### src/rtl/pipe_addsub.sv
// -----------------------------------------------------------------------------
// pipe_addsub
//   Pipelined ripple-carry adder/subtractor. A WIDTH-bit operation is split
//   into STAGES chunks of CHUNK = WIDTH/STAGES bits. Stage k adds chunk k and
//   hands its carry to stage k+1. It also forwards the not-yet-added upper
//   operand bits (skew) and the already-finished lower sum bits (deskew).
//   Result: sum = A + (sub ? ~B : B) + (sub ? ~cin : cin), modulo 2^WIDTH.
//
// Parameters
//   WIDTH   operand/result width, must be a multiple of STAGES
//   STAGES  pipeline depth (1 = single registered adder)
//
// Optional build macro
//   PIPE_ADDSUB_SAT_EN  when defined, the last stage clamps the sum to the
//                       most positive/negative value on signed overflow;
//                       out_cout/out_ovf still report the raw result.
//
// Ports
//   clk, rst_n          rising-edge clock, asynchronous active-low reset
//   in_valid/in_ready   operand handshake
//   in_a, in_b          operands
//   in_cin              carry-in (add) / borrow-in (sub)
//   in_sub              0: A+B+cin, 1: A-B-cin
//   out_valid/out_ready result handshake
//   out_sum             result (wrapped, or saturated with the macro)
//   out_cout            carry out of bit WIDTH-1 (sub: 1 = no borrow)
//   out_ovf             signed two's-complement overflow
//
// Handshake: a beat moves across an interface on a rising edge where both
// valid and ready are high. A producer holding valid keeps its beat offered
// until it is taken. in_ready depends on out_ready and the stage valid bits
// only, never on in_valid. While out_valid is high and out_ready low, all
// out_* signals hold.
// -----------------------------------------------------------------------------
module pipe_addsub #(
    parameter int WIDTH  = 32,
    parameter int STAGES = 4
) (
    input  logic             clk,
    input  logic             rst_n,
    input  logic             in_valid,
    output logic             in_ready,
    input  logic [WIDTH-1:0] in_a,
    input  logic [WIDTH-1:0] in_b,
    input  logic             in_cin,
    input  logic             in_sub,
    output logic             out_valid,
    input  logic             out_ready,
    output logic [WIDTH-1:0] out_sum,
    output logic             out_cout,
    output logic             out_ovf
);

    localparam int CHUNK = WIDTH / STAGES;

    // Subtraction is addition of the inverted operand with inverted carry-in.
    logic [WIDTH-1:0] b_eff;
    logic             c0;

    assign b_eff = in_sub ? ~in_b : in_b;
    assign c0    = in_sub ? ~in_cin : in_cin;

    // ------------------------------------------------------------------
    // Valid chain. A stage loads when it is empty or its successor loads.
    // That lets bubbles collapse under a stall. in_ready falls only when
    // every stage holds a beat and the consumer is not taking one.
    // ------------------------------------------------------------------
    logic [STAGES-1:0] v_q;
    logic [STAGES-1:0] v_d;
    logic [STAGES-1:0] v_in;
    logic [STAGES-1:0] stage_load;

    always_comb begin
        logic ld;
        stage_load = '0;
        ld         = out_ready;
        for (int k = STAGES - 1; k >= 0; k--) begin
            ld            = !v_q[k] || ld;
            stage_load[k] = ld;
        end
    end

    always_comb begin
        v_in    = '0;
        v_in[0] = in_valid;
        for (int k = 1; k < STAGES; k++) begin
            v_in[k] = v_q[k-1];
        end
    end

    always_comb begin
        v_d = v_q;
        for (int k = 0; k < STAGES; k++) begin
            if (stage_load[k]) begin
                v_d[k] = v_in[k];
            end
        end
    end

    always_ff @(posedge clk or negedge rst_n) begin
        if (!rst_n) begin
            v_q <= '0;
        end else begin
            v_q <= v_d;
        end
    end

    assign in_ready  = stage_load[0];
    assign out_valid = v_q[STAGES-1];

    // ------------------------------------------------------------------
    // Datapath stages
    // ------------------------------------------------------------------
    for (genvar k = 0; k < STAGES; k++) begin : g_stage
        // AW: operand bits still to be added, including this stage's chunk.
        // SW: sum bits known after this stage.
        localparam int AW = WIDTH - k * CHUNK;
        localparam int SW = (k + 1) * CHUNK;

        logic [AW-1:0]  a_src;
        logic [AW-1:0]  b_src;
        logic           c_src;
        logic [CHUNK:0] chunk_res;
        logic [SW-1:0]  sum_d;
        logic [SW-1:0]  sum_nx;
        logic [SW-1:0]  sum_q;
        logic           c_q;
        logic           load_en;

        if (k == 0) begin : g_src
            assign a_src = in_a;
            assign b_src = b_eff;
            assign c_src = c0;
            assign sum_d = chunk_res[CHUNK-1:0];
        end else begin : g_src
            assign a_src = g_stage[k-1].g_rem.rem_a_q;
            assign b_src = g_stage[k-1].g_rem.rem_b_q;
            assign c_src = g_stage[k-1].c_q;
            assign sum_d = {chunk_res[CHUNK-1:0], g_stage[k-1].sum_q};
        end

        assign chunk_res = {1'b0, a_src[CHUNK-1:0]}
                         + {1'b0, b_src[CHUNK-1:0]}
                         + {{CHUNK{1'b0}}, c_src};

        // Data follows the valid bit. A stage that loads a bubble keeps its
        // old contents, so the outputs stay stable behind an empty slot.
        assign load_en = stage_load[k] && v_in[k];

        always_ff @(posedge clk or negedge rst_n) begin
            if (!rst_n) begin
                sum_q <= '0;
                c_q   <= 1'b0;
            end else if (load_en) begin
                sum_q <= sum_nx;
                c_q   <= chunk_res[CHUNK];
            end
        end

        if (k < STAGES - 1) begin : g_rem
            // Skew registers: upper operand chunks not yet added.
            logic [AW-CHUNK-1:0] rem_a_q;
            logic [AW-CHUNK-1:0] rem_b_q;

            assign sum_nx = sum_d;

            always_ff @(posedge clk or negedge rst_n) begin
                if (!rst_n) begin
                    rem_a_q <= '0;
                    rem_b_q <= '0;
                end else if (load_en) begin
                    rem_a_q <= a_src[AW-1:CHUNK];
                    rem_b_q <= b_src[AW-1:CHUNK];
                end
            end
        end else begin : g_last
            // Here a_src/b_src hold the top chunk, so their MSB is the
            // sign of A and of the effective B.
            logic ovf_d;
            logic ovf_q;

            assign ovf_d = (a_src[AW-1] == b_src[AW-1])
                        && (sum_d[WIDTH-1] != a_src[AW-1]);

`ifdef PIPE_ADDSUB_SAT_EN
            // Overflow direction follows the sign of A: a positive A clamps
            // to 011..1 and a negative A clamps to 100..0.
            assign sum_nx = ovf_d ? {a_src[AW-1], {(WIDTH-1){~a_src[AW-1]}}}
                                  : sum_d;
`else
            assign sum_nx = sum_d;
`endif

            always_ff @(posedge clk or negedge rst_n) begin
                if (!rst_n) begin
                    ovf_q <= 1'b0;
                end else if (load_en) begin
                    ovf_q <= ovf_d;
                end
            end

            assign out_sum  = sum_q;
            assign out_cout = c_q;
            assign out_ovf  = ovf_q;
        end
    end

endmodule

### config.mk
export PLATFORM = sky130hd
export DESIGN_NAME = pipe_addsub
export DESIGN_NICKNAME = d
export VERILOG_FILES = /design/src/rtl/pipe_addsub.sv
export SDC_FILE = /design/constraint.sdc
export NUM_CORES = 1
export LEC_CHECK = 0
export ABC_AREA = 0
export BUFFER_PORTS_ARGS = -buffer_cell sky130_fd_sc_hd__buf_2
export CAP_MARGIN = 20
export CORE_ASPECT_RATIO = 0.5
export CORE_UTILIZATION = 50
export CTS_CLUSTER_DIAMETER = 60
export DETAILED_ROUTE_END_ITERATION = 8
export GPL_TIMING_DRIVEN = 0
export PLACE_DENSITY = 0.73
export SKIP_CTS_REPAIR_TIMING = 1
export SLEW_MARGIN = 40
export SYNTH_ARGS = -nofsm -noshare
export SYNTH_HDL_FRONTEND = slang
export SYNTH_SLANG_ARGS = --single-unit
### constraint.sdc
create_clock -name clk -period 3.1 [get_ports clk]
set_input_delay 0.31 -clock clk [delete_from_list [all_inputs] [get_ports clk]]
set_output_delay 0.31 -clock clk [all_outputs]
set_load 0.01 [all_outputs]
==> flow_summary.yaml <==
status:
  status: "complete, no violations"
finish:
  postLayoutCoreUtil_pct: 61.1
  fin_nets: 1186
  finalNonFillerCells: 1320
  synthToLayoutAreaGrowth_pct: 17.0
  antennaDiodeCount: 0
  drive_gt1_share_pct: 16.8
  fillers: 1434
  finalInstanceArea_sq_um: 10200
detailed_routing:
  avgViaCountPerCell: 5.29
  vias: 6986
  drcViolationCount: 0
  wl_per_cell_microns: 15.6
  wl_met3_microns: 1160
  drt_first_pass_iters: 5
  final_antenna_net_count: 0
  wl_microns: 20600
  wl_met2_microns: 8780
  drt-met1-wl_microns: 10400
  drt_iter0_markers: 460
  top_layer_used: "met4"
grt:
  grt_max_degree: 71
  grt_pass1_wl_microns: 33600
  grt_use_total_pct: 24.2
  grt.overflow.total: 0
  antenna_found_initial: 0
  grt_pass1_vias: 6672
timing:
  skew_ns: 0.0107
  setup_viol: 0
  slew_violations: 0
  period_share_pct: 84.1
  fin_crit_ns: 2.61
  setup_slack_ns: 0.493
  finalSetupTns_ns: 0
  fmax_mhz: 384
  hold_viol_final: 0
  worst_hold_slack_ns: 0.0579
  slew-limit-headroom_pct: 67.9
  rsz0062_at_grt: "no"
  worst_slew_pin_slew_ns: 0.469
synthesis:
  yosysMostFrequentCell: "nand2_1"
  ys.flop_type: "dfrtp_1"
  synth_edf_count: 0
  netlist_area_sq_um: 8730
  synth_area_leaders: "dfrtp_1 (53%), nand2_1 (18%), ha_1 (4.0%), xnor2_1 (2.7%), fa_1 (1.8%)"
  yosysUniqueCellTypes: 54
  synth_warnings: 0
  syn_nets: 1060
  yosysTopAreaCellShare_pct: 53.0
  syn_inst: 954
  syn_area_per_cell_sq_um: 9.15
  yosys.area.top_type: "dfrtp_1"
  async_flop_share_pct: 100
  synth.yosys.seq_area_share_pct: 53.0
  ys_seq_elements: 185
  synth_common_cells: "nand2_1 (430), dfrtp_1 (185), ha_1 (28), xnor2_1 (27), o21ai_1 (26)"
worst_setup_path:
  crit_cells: 6
  crit_required_ns: 3.41
  critical_path_class: "flop to flop"
  worst-path-buf-inv: 0
  critPathLaunchType: "flop"
  path_delay_family: "compound AO/OA/AOI/OAI gates"
  arrival_ns: 2.91
  path_cells: "fa_1 -> fa_1 -> a21oi_1 -> o21ai_0 -> o311a_1 -> o41a_1"
  path_common_cell: "fa_1"
  endpoint_kind: "flop"
  critPathSlowestCell: "fa_1"
  r2r_cells: 6
  crit_fanout: 3
  cpPeakStageDelay_ns: 0.49
hold_path:
  holdPathStages: 3
  min_path_type: "input port to flop"
place:
  dp_hpwl_microns: 15100
  dp_cells: 1287
  io_buffers: 104
  place_area_sq_um: 9600
  pre_cts_slack_ns: 0.310
  gp_congestion: 0.846
run:
  maxCapViolations: 0
power_and_ir_drop:
  total_power_mw: 8.32
  ir_worst_vdd_mv: 0.477
  power_density_nw_per_um2: 814
  power.leakage_nw: 5.28
clocking:
  clock_sinks: 185
  cts-htree-levels: 4
  clockBufferDepth: 2
  cts_tree: "yes"
  root_buffer: "clkbuf_16"
  numCtsBuffers: 17
  worstSkewPairLatency_ns: 0.44
  clkSlewWorstSetupHoldPaths_ns: 0.07
die:
  core_sq_um: 16700
  ios: 106
  rows: 33
  start_util_pct: 52.2
  fp.dieArea_sq_um: 18000
  fp.dieH_microns: 95.4
  die_w_microns: 189
-- flip-flops by register name, summed over array words and instances (netlist names) --
signal / flops
out_cout: 1
g_stage.g_rem.rem_a_q: 48
v_q: 4
g_stage.c_q: 3
g_stage.g_rem.rem_b_q: 48
out_sum: 32
g_stage.sum_q: 48
out_ovf: 1
-- where the power goes --
part	total, mW	switching, mW	internal (mW)
clock	2.23	1.07	1.16
sequential	3.65	0.508	3.14
combinational	2.43	1.43	1.00
-- cell type report --
class	count	area [sq um]	share of cell area (%)
Multi-Input combinational cell	708	3800	37.3
Clock buffer	17	425	4.17
Tap cell	227	284	2.78
Sequential cell	185	4630	45.3
Inverter	18	67.6	0.662
Clock inverter	15	179	1.75
Buffer	43	226	2.22
Timing Repair Buffer	107	596	5.83
-- logic make-up after synthesis --
| kind of cell | Yosys count | share of synthesized area, % |
|---|---|---|
| AOI/OAI and AO/OA | 135 | 10.5 |
| adders and majority gates | 36 | 5.85 |
| buffers and inverters | 61 | 3.37 |
| DFF | 185 | 53.0 |
| xor gates and xnor gates | 37 | 3.71 |
| and+or+nand+nor | 498 | 23.3 |
| muxes | 2 | 0.244 |
-- cell usage in the layout, fill, tap and decap left out, types with 3 or more instances in the layout --
cell       instances
a2111o_1           5
a211oi_1          12
a21o_1             5
a21oi_1           11
buf_2            128
buf_4              7
clkbuf_1          10
clkbuf_16         17
dfrtp_1          185
fa_1               8
ha_1              28
inv_1             17
inv_6              3
inv_8              6
nand2_1          430
nand2b_1           8
nand3_1            6
nand4_1            7
nor2_1            13
nor2b_1            6
nor3_1             8
o2111ai_1          3
o211ai_1          10
o21a_1             5
o21ai_0           23
o21ai_1           26
o21bai_1           3
o311a_1            5
o31a_1             5
o31ai_1           10
or2_2              5
xnor2_1           27
xor2_1            10
-- path summary, 6_finish.rpt --
check	slack, ns	end	start
min in group asynchronous	0.36	g_stage[0].sum_q[6]$_DFFE_PN0P_	rst_n
max in group asynchronous	1.73	g_stage[2].g_rem.rem_b_q[3]$_DFFE_PN0P_	rst_n
hold reg to reg	0.47	g_stage[2].sum_q[9]$_DFFE_PN0P_	g_stage[1].sum_q[9]$_DFFE_PN0P_
setup / recovery	0.49	g_stage[1].c_q$_DFFE_PN0P_	g_stage[0].c_q$_DFFE_PN0P_
setup reg to reg	0.49	g_stage[1].c_q$_DFFE_PN0P_	g_stage[0].c_q$_DFFE_PN0P_
hold / removal	0.06	g_stage[0].g_rem.rem_a_q[14]$_DFFE_PN0P_	in_a[22]
-- worst min-delay path, delay by kind of cell --
kind | cells | cell delay [ns]
buf+inv | 1 | 0.07
simple gates | 2 | 0.08
-- per-layer routing --
metal | GRT usage (%) | vias to the layer above
met5 | 0 | -
met4 | 5.78 | 0
met3 | 4.97 | 15
met2 | 36.4 | 191
met1 | 35.9 | 3381
li1 | - | 3399
No activity file was read; power rests on OpenSTA's default activity.
